`src/rtl/fetch_pc_queue.sv`:
```
// Fetch front end: PC register, 2-cycle imem in-flight tracker and a
// 3-entry {pc, inst} result queue feeding decode; squashes on redirect.
module fetch_pc_queue #(
    parameter int unsigned      WIDTH    = 32,
    parameter logic [WIDTH-1:0] RESET_PC = '0,
    parameter logic [WIDTH-1:0] PC_INC   = WIDTH'(4)
) (
    input  logic             clk,
    input  logic             reset,
    input  logic             stall_i,
    input  logic             redirect_i,
    input  logic [WIDTH-1:0] redirect_pc_i,
    output logic             imem_req_o,
    output logic [WIDTH-1:0] imem_addr_o,
    input  logic [31:0]      imem_rdata_i,
    output logic             valid_o,
    output logic [31:0]      inst_o,
    output logic [WIDTH-1:0] pc_o
);

    localparam logic [31:0] NOP = 32'h0000_0013;

    logic [WIDTH-1:0] pc_q, pc_d;
    logic             s1_v_q, s1_v_d, s2_v_q, s2_v_d;
    logic [WIDTH-1:0] s1_pc_q, s1_pc_d, s2_pc_q, s2_pc_d;
    logic [WIDTH-1:0] fpc_q [3];
    logic [31:0]      finst_q [3];
    logic [1:0]       rd_q, rd_d, occ_q, occ_d, wr_idx;
    logic             pop, push;
    logic [2:0]       used, wsum;

    assign valid_o     = (occ_q != 2'd0);
    assign inst_o      = valid_o ? finst_q[rd_q] : NOP;
    assign pc_o        = valid_o ? fpc_q[rd_q] : '0;
    assign imem_addr_o = pc_q;

    always_comb begin
        pop  = valid_o & ~stall_i & ~redirect_i;
        push = s2_v_q & ~redirect_i;
        // Queue slots already promised: entries held plus requests in flight.
        used = {1'b0, occ_q} + {2'b0, s1_v_q} + {2'b0, s2_v_q} - {2'b0, pop};
        imem_req_o = ~reset & ~redirect_i & (used <= 3'd2);
        wsum   = {1'b0, rd_q} + {1'b0, occ_q};
        wr_idx = (wsum >= 3'd3) ? 2'(wsum - 3'd3) : wsum[1:0];

        pc_d    = imem_req_o ? pc_q + PC_INC : pc_q;
        s1_v_d  = imem_req_o;
        s1_pc_d = pc_q;
        s2_v_d  = s1_v_q;
        s2_pc_d = s1_pc_q;
        rd_d    = pop ? ((rd_q == 2'd2) ? 2'd0 : rd_q + 2'd1) : rd_q;
        occ_d   = occ_q + {1'b0, push} - {1'b0, pop};

        if (redirect_i) begin
            pc_d   = redirect_pc_i;
            s1_v_d = 1'b0;
            s2_v_d = 1'b0;
            rd_d   = 2'd0;
            occ_d  = 2'd0;
        end
    end

    always_ff @(posedge clk or posedge reset) begin
        if (reset) begin
            pc_q    <= RESET_PC;
            s1_v_q  <= 1'b0;
            s1_pc_q <= '0;
            s2_v_q  <= 1'b0;
            s2_pc_q <= '0;
            rd_q    <= 2'd0;
            occ_q   <= 2'd0;
        end else begin
            pc_q    <= pc_d;
            s1_v_q  <= s1_v_d;
            s1_pc_q <= s1_pc_d;
            s2_v_q  <= s2_v_d;
            s2_pc_q <= s2_pc_d;
            rd_q    <= rd_d;
            occ_q   <= occ_d;
        end
    end

    always_ff @(posedge clk or posedge reset) begin
        if (reset) begin
            for (int i = 0; i < 3; i++) begin
                fpc_q[i]   <= '0;
                finst_q[i] <= NOP;
            end
        end else if (push) begin
            fpc_q[wr_idx]   <= s2_pc_q;
            finst_q[wr_idx] <= imem_rdata_i;
        end
    end

endmodule

```
`config.mk`:
```
export PLATFORM = sky130hd
export DESIGN_NAME = fetch_pc_queue
export DESIGN_NICKNAME = d
export VERILOG_FILES = /design/src/rtl/fetch_pc_queue.sv
export SDC_FILE = /design/constraint.sdc
export NUM_CORES = 1
export LEC_CHECK = 0
export CAP_MARGIN = 40
export CORE_AREA = 2 2 191 231
export CTS_CLUSTER_SIZE = 10
export DETAILED_ROUTE_END_ITERATION = 6
export DIE_AREA = 0 0 193 233
export PLACE_DENSITY = 0.59
export SYNTH_ARGS = -nofsm -noshare
export SYNTH_HDL_FRONTEND = slang
export SYNTH_SLANG_ARGS = --single-unit
```
`constraint.sdc`:
```
create_clock -name clk -period 12.1 [get_ports clk]
set_input_delay 3.025 -clock clk [delete_from_list [all_inputs] [get_ports clk]]
set_output_delay 3.025 -clock clk [all_outputs]
set_load 0.005 [all_outputs]
```
==> flow_summary.yaml, run 1 <==
outcome:
  outcome: "completed"
yosys:
  yosys-top-cells-count: "dfrtp_1, mux2_2, nor2_1, mux2i_1"
  synthTopCellsByArea: "dfrtp_1, mux2_2, mux2i_1, nor2_1, a31oi_1"
  synth.most_common_cell: "dfrtp_1"
  synth_top_area_cell: "dfrtp_1"
  synthesis.area_um2: 12690
  synth_cell_types: 54
  netlist_instances: 1017
  async_flop_share_pct: 100.0
  ys.flop_type: "dfrtp_1"
  synth_top_area_share_pct: 56.21
  yosys_warnings: 0
  synth.avg_cell_area_um2: 12.48
  seq_area_frac_synth_pct: 58.08
  synth-seq-cells: 294
  synth_nets: 1094
  synth_edf_count: 0
power_and_ir_drop:
  seqPwrFrac_pct: 46.5
  powerDensity_nw_per_um2: 179.9
  clock_power_share_pct: 33.9
  p_sw_share_pct: 26.67
  p_leak_nw: 7.013
  p_int_mw: 2.127
  p_switching_mw: 0.7735
  combPwrFrac_pct: 19.6
  peakVddDrop_v: 0.00009241
detailed_routing:
  drt_pass1_iterations: 4
  drt-total-wl_mm: 31.35
  drt_iter0_drc: 345
  post_drt_via_cell_ratio: 4.863
  vias: 8466
  wl_per_cell_um: 18.01
  ant_nets: 0
  post-route-drc-count: 0
timing:
  tightest_slew_ns: 0.7200
  report.final.slew_viol_count: 0
  post-route-period-util_pct: 78.34
  hold_viol: 0
  rsz0062_at_grt: "no"
  holdWs_ns: 0.3246
  relSlewSlack_pct: 52.00
  min_period_ns: 9.479
  fin_setup_tns_ns: 0
  setup_violations: 0
  skew_ns: 0.02667
  max_freq_mhz: 105.5
layout:
  final_nets: 1252
  area_growth_pct: 27.12
  drive_above_1_share_pct: 24.05
  fin_area_um2: 16130
  antennaDiodeCount: 0
  instances_no_fill: 1741
clock_network:
  postCtsSetupRepairBufs: 0
  numCtsBuffers: 36
  cts.repair.resized: 0
  insertion_delay_ns: 0.54
  htree_num_levels: 2
  ctsHoldBuffers: 0
  cts_tree: "done"
  cts_root_buf: "clkbuf_16"
  cts_max_path_buffers: 3
  clock_sinks: 294
  clk_pin_slew_ns: 0.05
place:
  hpwl_mm: 19.73
  dpl_cell_area_um2: 15050
  dp_cells: 1689
  port_buffers: 165
  gp_congestion: 0.7653
critical_path:
  r2r_start: "rd_q[1]$_DFFE_PP0P_"
  critPathCaptureType: "primary output"
  crit_buf_inv: 5
  crit_required_ns: 9.07
  r2r_slack_ns: 8.22
  reg2reg_depth: 10
  critical-path-top-delay-family: "buffers and inverters"
  critical_path.max_fanout: 31
  cp-startpoint: "stall_i"
  startpoint_type: "input pin"
  crit_slowest_cell: "or4_4"
  crit_path_end: "imem_req_o"
  cpPeakStageDelay_ns: 0.68
  cp.arrival_ns: 6.45
  critPathKind: "in -> out"
  crit_chain: "clkdlybuf4s50_1, nor3_1, ha_1, inv_1, fa_1, inv_1, fa_1, nor2b_1, or4_4, clkinv_2, clkdlybuf4s50_1"
  critical_path_depth: 11
  r2r-end: "finst_q[89]$_DFFE_PP0P_"
job:
  maxCapViolCount: 0
grt:
  track_usage_pct: 14.06
  grt_pass1_wl_mm: 49.34
  grt_pass1_vias: 8570
  grt_max_degree: 100
  antenna_found_initial: 0
  globalRouteOverflowTotal: 0
floorplan:
  std_cell_rows: 83
  dieArea_um2: 44970
  start_util_pct: 29.80
  die_w_um: 193
  die_y_um: 233
  core_area_um2: 42580
  ios: 166
worst_hold_path:
  hold_class: "reg -> reg"
[layout make-up]
class,count,area (µm²)
clock buffer,46,958.4
clock inverter,6,116.4
fill,4173,26450
inverter,16,68.82
multi-input combinational,645,4986
sequential,294,7376
tap,552,690.7
timing repair buffer,182,1932
[flip-flops by register name, indices dropped and copies added, names as in the netlist]
signal,cells
occ_q,2
imem_addr_o,32
s1_v_q,1
fpc_q,96
s1_pc_q,32
finst_q,96
rd_q,2
s2_pc_q,32
s2_v_q,1
[cell families after synthesis]
group                      Yosys count  share of synthesized area, %
xor gates and xnor gates             3                        0.2071
muxes                              260                         22.43
buffers and inverters               78                         2.820
AOI/OAI and AO/OA                  137                         6.884
adders and majority gates            9                         1.065
DFF                                294                         58.08
and+or+nand+nor                    236                         8.521
[layout by cell type (no fill, tap or decap), types with 5 or more instances in the layout]
master           count
dfrtp_1            283
mux2_2             194
clkdlybuf4s50_1    164
nor2_1             132
mux2i_1             66
a31oi_1             40
nand2_1             38
clkbuf_16           36
a21oi_1             34
o21ai_0             22
nand3_1             13
inv_1               12
nor3_1              10
a221o_1              9
o211ai_1             9
dfstp_2              9
clkbuf_1             8
buf_4                8
nand4_1              7
o311ai_1             7
ha_1                 6
buf_16               6
and3_1               5
and2_1               5
o21ai_1              5
[routing by layer]
| layer | global-route usage (%) | vias to the layer above | share of wire (%) |
|---|---|---|---|
| met5 | 0 | - | 0 |
| met4 | 4.545 | 0 | 2.3 |
| met3 | 2.459 | 48 | 4.4 |
| met2 | 23.10 | 187 | 48 |
| met1 | 18.75 | 4297 | 45 |
| li1 | - | 3934 | - |
[how the worst min path moves through the flow]
| stage | startpoint | end | slack (ns) | cells after the start |
|---|---|---|---|---|
| 3_5_place_dp | s1_pc_q[12]$_DFF_PP0_ | s2_pc_q[12]$_DFF_PP0_ | 0.33 | 0 |
| 3_3_place_gp | s1_pc_q[13]$_DFF_PP0_ | s2_pc_q[13]$_DFF_PP0_ | 0.33 | 0 |
| 2_1_floorplan | s1_pc_q[0]$_DFF_PP0_ | s2_pc_q[0]$_DFF_PP0_ | 0.33 | 0 |
| 5_1_grt | s1_pc_q[8]$_DFF_PP0_ | s2_pc_q[8]$_DFF_PP0_ | 0.33 | 0 |
| 6_report | s1_pc_q[7]$_DFF_PP0_ | s2_pc_q[7]$_DFF_PP0_ | 0.32 | 0 |
| 4_1_cts | s1_pc_q[7]$_DFF_PP0_ | s2_pc_q[7]$_DFF_PP0_ | 0.32 | 0 |
[power groups by stage]
stage	registers (mW)	clock network, mW	logic (mW)
global route	1.38	1.06	0.637
floorplan	1.33	0	0.394
detailed placement	1.37	0	0.577
CTS	1.35	1.02	0.579
global placement	1.35	0	0.555
finish	1.35	0.984	0.567
[through the flow]
stage | utilization (%) | setup WS (ns) | power [mW]
after global routing | 37.88 | 2.420 | 3.076
after detailed placement | 35.35 | 2.584 | 1.944
final | 37.88 | 2.621 | 2.901
after global placement | 34.83 | 2.627 | 1.909
after CTS | 37.88 | 2.572 | 2.950
after floorplan | - | 0.9708 | 1.720
Power figures use the tool's default switching activity.
==> run 2, diff against run 1 <==
--- a/config.mk
+++ b/config.mk
@@ -10,7 +10,7 @@
 export CTS_CLUSTER_SIZE = 10
 export DETAILED_ROUTE_END_ITERATION = 6
 export DIE_AREA = 0 0 193 233
-export PLACE_DENSITY = 0.59
+export PLACE_DENSITY = 0.61
 export SYNTH_ARGS = -nofsm -noshare
 export SYNTH_HDL_FRONTEND = slang
 export SYNTH_SLANG_ARGS = --single-unit
==> constraint.sdc (replaced) <==
create_clock -name clk -period 8.44 [get_ports clk]
set_input_delay 2.11 -clock clk [delete_from_list [all_inputs] [get_ports clk]]
set_output_delay 2.11 -clock clk [all_outputs]
set_load 0.005 [all_outputs]
==> flow_summary.yaml, run 2 (synthesis gave the netlist of run 1 again) <==
power_and_ir_drop:
  clock_power_share_pct: 34.0
  seqPwrFrac_pct: 46.6
  combPwrFrac_pct: 19.3
  peakVddDrop_v: 0.0001247
  powerDensity_nw_per_um2: 259.1
  p_switching_mw: 1.095
  power_mw: 4.159
  p_int_mw: 3.064
  p_sw_share_pct: 26.33
  p_leak_nw: 6.982
layout:
  final_cell_mix: "dfrtp_1, mux2_2, clkdlybuf4s50_1, nor2_1, mux2i_1"
  area_growth_pct: 26.54
  drive_above_1_share_pct: 23.91
  antennaDiodeCount: 0
  fin_util_pct: 37.71
  top_regs: "finst_q: 96 flops, fpc_q: 96 flops"
  mostFrequentLayoutCell: "dfrtp_1"
  final_nets: 1250
detailed_routing:
  drt_pass1_iterations: 7
  post-route-drc-count: 1
  vias: 8559
  post_drt_via_cell_ratio: 4.919
  ant_nets: 0
  drt_iter0_drc: 381
  wl_per_cell_um: 17.94
  drt-total-wl_mm: 31.21
critical_path:
  critical_path_depth: 11
  critPathKind: "in -> out"
  cpPeakStageDelay_ns: 0.68
  cp-startpoint: "stall_i"
  critical-path-top-delay-family: "buffers and inverters"
  crit_required_ns: 6.33
  critPathCaptureType: "primary output"
  crit_slowest_cell: "or4_4"
  critical_path.max_fanout: 31
  startpoint_type: "input pin"
  reg2reg_depth: 11
  r2r_slack_ns: 4.23
  crit_path_end: "imem_req_o"
  crit_buf_inv: 5
  r2r_start: "rd_q[0]$_DFFE_PP0P_"
  r2r-end: "fpc_q[82]$_DFFE_PP0P_"
  crit_chain: "clkdlybuf4s50_1, nor3_1, ha_1, inv_1, fa_1, inv_1, fa_1, nor2b_1, or4_4, clkinv_2, clkdlybuf4s50_1"
  cp.arrival_ns: 5.55
floorplan:
  start_util_pct: 29.80
  core_area_um2: 42580
  die_w_um: 193
  die_y_um: 233
  dieArea_um2: 44970
  ios: 166
  std_cell_rows: 83
timing:
  relSlewSlack_pct: 34.72
  hold_viol: 0
  skew_ns: 0.02187
  report.final.slew_viol_count: 0
  setup_violations: 0
  min_period_ns: 7.662
  rsz0062_at_grt: "no"
  max_freq_mhz: 130.5
  tightest_slew_ns: 0.9791
  post-route-period-util_pct: 90.78
  fin_setup_tns_ns: 0
grt:
  grt_pass1_wl_mm: 49.59
  antenna_found_initial: 0
  track_usage_pct: 14.02
  grt_pass1_vias: 9018
  grt_max_degree: 178
  globalRouteOverflowTotal: 0
clock_network:
  cts_root_buf: "clkbuf_16"
  cts_tree: "done"
  htree_num_levels: 2
  cts_max_path_buffers: 3
  ctsHoldBuffers: 0
  clk_pin_slew_ns: 0.05
  postCtsSetupRepairBufs: 0
  clock_sinks: 294
  insertion_delay_ns: 0.52
  numCtsBuffers: 36
  cts.repair.resized: 0
outcome:
  violations: "design-rule violations"
  outcome: "finished, violations left"
place:
  port_buffers: 165
  hpwl_mm: 19.51
  gp_congestion: 0.7734
job:
  maxCapViolCount: 0
worst_hold_path:
  hold_class: "reg -> reg"
  whs_path_depth: 0
[run 2: layout make-up]
cell class | instances | area (µm²)
Sequential cell | 294 | 7376
Inverter | 16 | 65.06
Tap cell | 552 | 690.7
Clock inverter | 5 | 61.31
Timing Repair Buffer | 180 | 1877
Clock buffer | 48 | 998.5
Multi-Input combinational cell | 645 | 4986
Fill cell | 4106 | 26520
[run 2: power groups by stage]
stage / registers, mW / logic [mW] / clock network, mW
2_1_floorplan: 1.90 / 0.565 / 0
3_3_place_gp: 1.94 / 0.792 / 0
3_5_place_dp: 1.96 / 0.816 / 0
4_1_cts: 1.94 / 0.821 / 1.46
5_1_grt: 1.98 / 0.902 / 1.53
6_report: 1.94 / 0.804 / 1.42
[run 2: worst min path at each step]
| stage | startpoint | to | slack (ns) |
|---|---|---|---|
| global route | s1_pc_q[10]$_DFF_PP0_ | s2_pc_q[10]$_DFF_PP0_ | 0.35 |
| CTS | s1_pc_q[31]$_DFF_PP0_ | s2_pc_q[31]$_DFF_PP0_ | 0.34 |
| finish | s1_pc_q[23]$_DFF_PP0_ | s2_pc_q[23]$_DFF_PP0_ | 0.34 |
| floorplan | s1_pc_q[0]$_DFF_PP0_ | s2_pc_q[0]$_DFF_PP0_ | 0.33 |
| detailed placement | s1_pc_q[12]$_DFF_PP0_ | s2_pc_q[12]$_DFF_PP0_ | 0.33 |
| global placement | s1_pc_q[19]$_DFF_PP0_ | s2_pc_q[19]$_DFF_PP0_ | 0.33 |
[run 2: stage by stage]
step                      area [µm²]  hold WS (ns)  worst slack, ns  cells
final                          16050        0.3423           0.7785   1740
after global routing           16050        0.3513           0.5662   1740
after CTS                      16050        0.3444           0.7582   1740
after detailed placement       14990        0.3347           0.7693   1687
after global placement         14840        0.3321           0.8110   1681
after floorplan                12690        0.3312            1.654   1017
[run 2: per-layer routing]
| layer | part of all wire, % | global-route usage (%) | up-vias |
|---|---|---|---|
| met5 | 0 | 0 | - |
| met3 | 4.8 | 2.534 | 47 |
| met4 | 2.2 | 4.474 | 0 |
| met2 | 49 | 23.39 | 226 |
| met1 | 44 | 18.38 | 4351 |
| li1 | - | - | 3935 |
==> run 3, diff against run 2 <==
--- a/config.mk
+++ b/config.mk
@@ -6,10 +6,10 @@
 export NUM_CORES = 1
 export LEC_CHECK = 0
 export CAP_MARGIN = 40
-export CORE_AREA = 2 2 191 231
+export CORE_AREA = 3 3 172 258
 export CTS_CLUSTER_SIZE = 10
 export DETAILED_ROUTE_END_ITERATION = 6
-export DIE_AREA = 0 0 193 233
+export DIE_AREA = 0 0 175 261
 export PLACE_DENSITY = 0.61
 export SYNTH_ARGS = -nofsm -noshare
 export SYNTH_HDL_FRONTEND = slang
==> flow_summary.yaml, run 3 (synthesis gave the netlist of run 1 again) <==
outcome:
  outcome: "completed"
job:
  maxCapViolCount: 0
place:
  place_ws_ns: 0.7080
  dp_cells: 1697
  port_buffers: 165
  gp_congestion: 0.7949
  hpwl_mm: 20.54
clock_network:
  cts_root_buf: "clkbuf_16"
  htree_num_levels: 2
  cts_tree: "done"
  clk_pin_slew_ns: 0.05
  numCtsBuffers: 36
  clock_sinks: 294
  cts_max_path_buffers: 3
  ctsHoldBuffers: 0
  insertion_delay_ns: 0.50
  cts.repair.resized: 0
  postCtsSetupRepairBufs: 0
detailed_routing:
  vias: 8419
  drt_iter0_drc: 370
  drt-total-wl_mm: 31.70
  post-route-drc-count: 0
  drt_pass1_iterations: 5
  wl_per_cell_um: 18.14
  post_drt_via_cell_ratio: 4.816
  ant_nets: 0
critical_path:
  critPathKind: "in -> out"
  crit_slowest_cell: "or4_4"
  crit_required_ns: 6.33
  r2r_slack_ns: 3.62
  startpoint_type: "input pin"
  crit_chain: "clkdlybuf4s50_1, nor3_1, ha_1, inv_1, fa_1, inv_1, fa_1, nor2b_1, or4_4, clkinv_2, clkdlybuf4s50_1"
  critical_path.max_fanout: 31
  critPathCaptureType: "primary output"
  cpPeakStageDelay_ns: 0.68
  cp.arrival_ns: 5.63
timing:
  post-route-period-util_pct: 91.67
  relSlewSlack_pct: 40.70
  hold_viol: 0
  max_freq_mhz: 129.2
  fin_ws_ns: 0.7030
  min_period_ns: 7.737
  report.final.slew_viol_count: 0
  skew_ns: 0.01773
  fin_setup_tns_ns: 0
  rsz0062_at_grt: "no"
  setup_violations: 0
  tightest_slew_ns: 0.8894
  holdWs_ns: 0.3387
floorplan:
  dieArea_um2: 45680
  die_y_um: 261
  die_w_um: 175
  ios: 166
  start_util_pct: 30.11
  std_cell_rows: 92
  core_area_um2: 42130
power_and_ir_drop:
  powerDensity_nw_per_um2: 256.3
  p_leak_nw: 6.929
  peakVddDrop_v: 0.0001216
layout:
  fill_cells: 4140
  top_regs: "finst_q: 96 flops, fpc_q: 96 flops"
  drive_above_1_share_pct: 23.50
  mostFrequentLayoutCell: "dfrtp_1"
  area_growth_pct: 26.00
  instances_no_fill: 1748
  final_cell_mix: "dfrtp_1, mux2_2, clkdlybuf4s50_1, nor2_1, mux2i_1"
  final_nets: 1248
grt:
  antenna_found_initial: 1
  grt_pass1_wl_mm: 50.90
  grt_pass1_vias: 8957
  globalRouteOverflowTotal: 0
  grt_max_degree: 163
  track_usage_pct: 13.90
worst_hold_path:
  hold_class: "reg -> reg"
[run 3: cell count changes in the layout (fill, tap and decap cells not counted), sizes merged]
| cell | delta |
|---|---|
| diode | +1 |
| buf | -3 |
| clkinv | -2 |
| bufinv | -1 |
| clkdlybuf4s50 | +1 |
[run 3: layout make-up]
| class | instances | area (µm²) | area share, % |
|---|---|---|---|
| sequential | 294 | 7376 | 46.14 |
| multi-input combinational | 645 | 4991 | 31.22 |
| timing repair buffer | 178 | 1844 | 11.54 |
| clock buffer | 48 | 987.2 | 6.176 |
| tap | 564 | 705.7 | 4.415 |
| inverter | 16 | 65.06 | 0.4070 |
| clock inverter | 2 | 13.76 | 0.08610 |
| antenna | 1 | 2.502 | 0.01565 |
[run 3: final timing paths]
kind | startpoint | end | cells after the start
setup / recovery | stall_i | imem_req_o | 11
hold / removal | s1_pc_q[30]$_DFF_PP0_ | s2_pc_q[30]$_DFF_PP0_ | 0
setup reg to reg | rd_q[1]$_DFFE_PP0P_ | fpc_q[28]$_DFFE_PP0P_ | 11
hold reg to reg | s1_pc_q[30]$_DFF_PP0_ | s2_pc_q[30]$_DFF_PP0_ | 0
max in group asynchronous | reset | fpc_q[56]$_DFFE_PP0P_ | 4
min in group asynchronous | reset | occ_q[1]$_DFF_PP0_ | 2
[run 3: routing by layer]
layer	GRT usage, %	vias up	wire length [µm]
li1	-	3921	-
met1	17.67	4286	13790
met2	24.59	163	16060
met3	1.842	49	1024
met4	4.414	0	831
met5	0	-	0
[run 3: per-stage QoR]
stage | utilization (%) | power, mW | cell area [µm²]
after CTS | 37.94 | 4.174 | 15980
after detailed placement | 35.56 | 2.796 | 14980
after global routing | 37.94 | 4.350 | 15990
after global placement | 35.31 | 2.750 | 14870
after floorplan | - | 2.466 | 12690
final | 37.94 | 4.097 | 15990
[run 3: where the power goes]
group | leakage (nW) | total (mW) | internal, mW | switching, mW
combinational | 2.71 | 0.811 | 0.464 | 0.347
clock | 0.489 | 1.34 | 0.806 | 0.539
sequential | 3.73 | 1.94 | 1.75 | 0.194
total | 6.93 | 4.10 | 3.02 | 1.08
[run 3: worst max-delay path: cells and delay by family]
family	cells	cell delay, ns
and+or+nand+nor	3	1.04
adders and majority gates	3	0.94
buffers and inverters	5	1.52
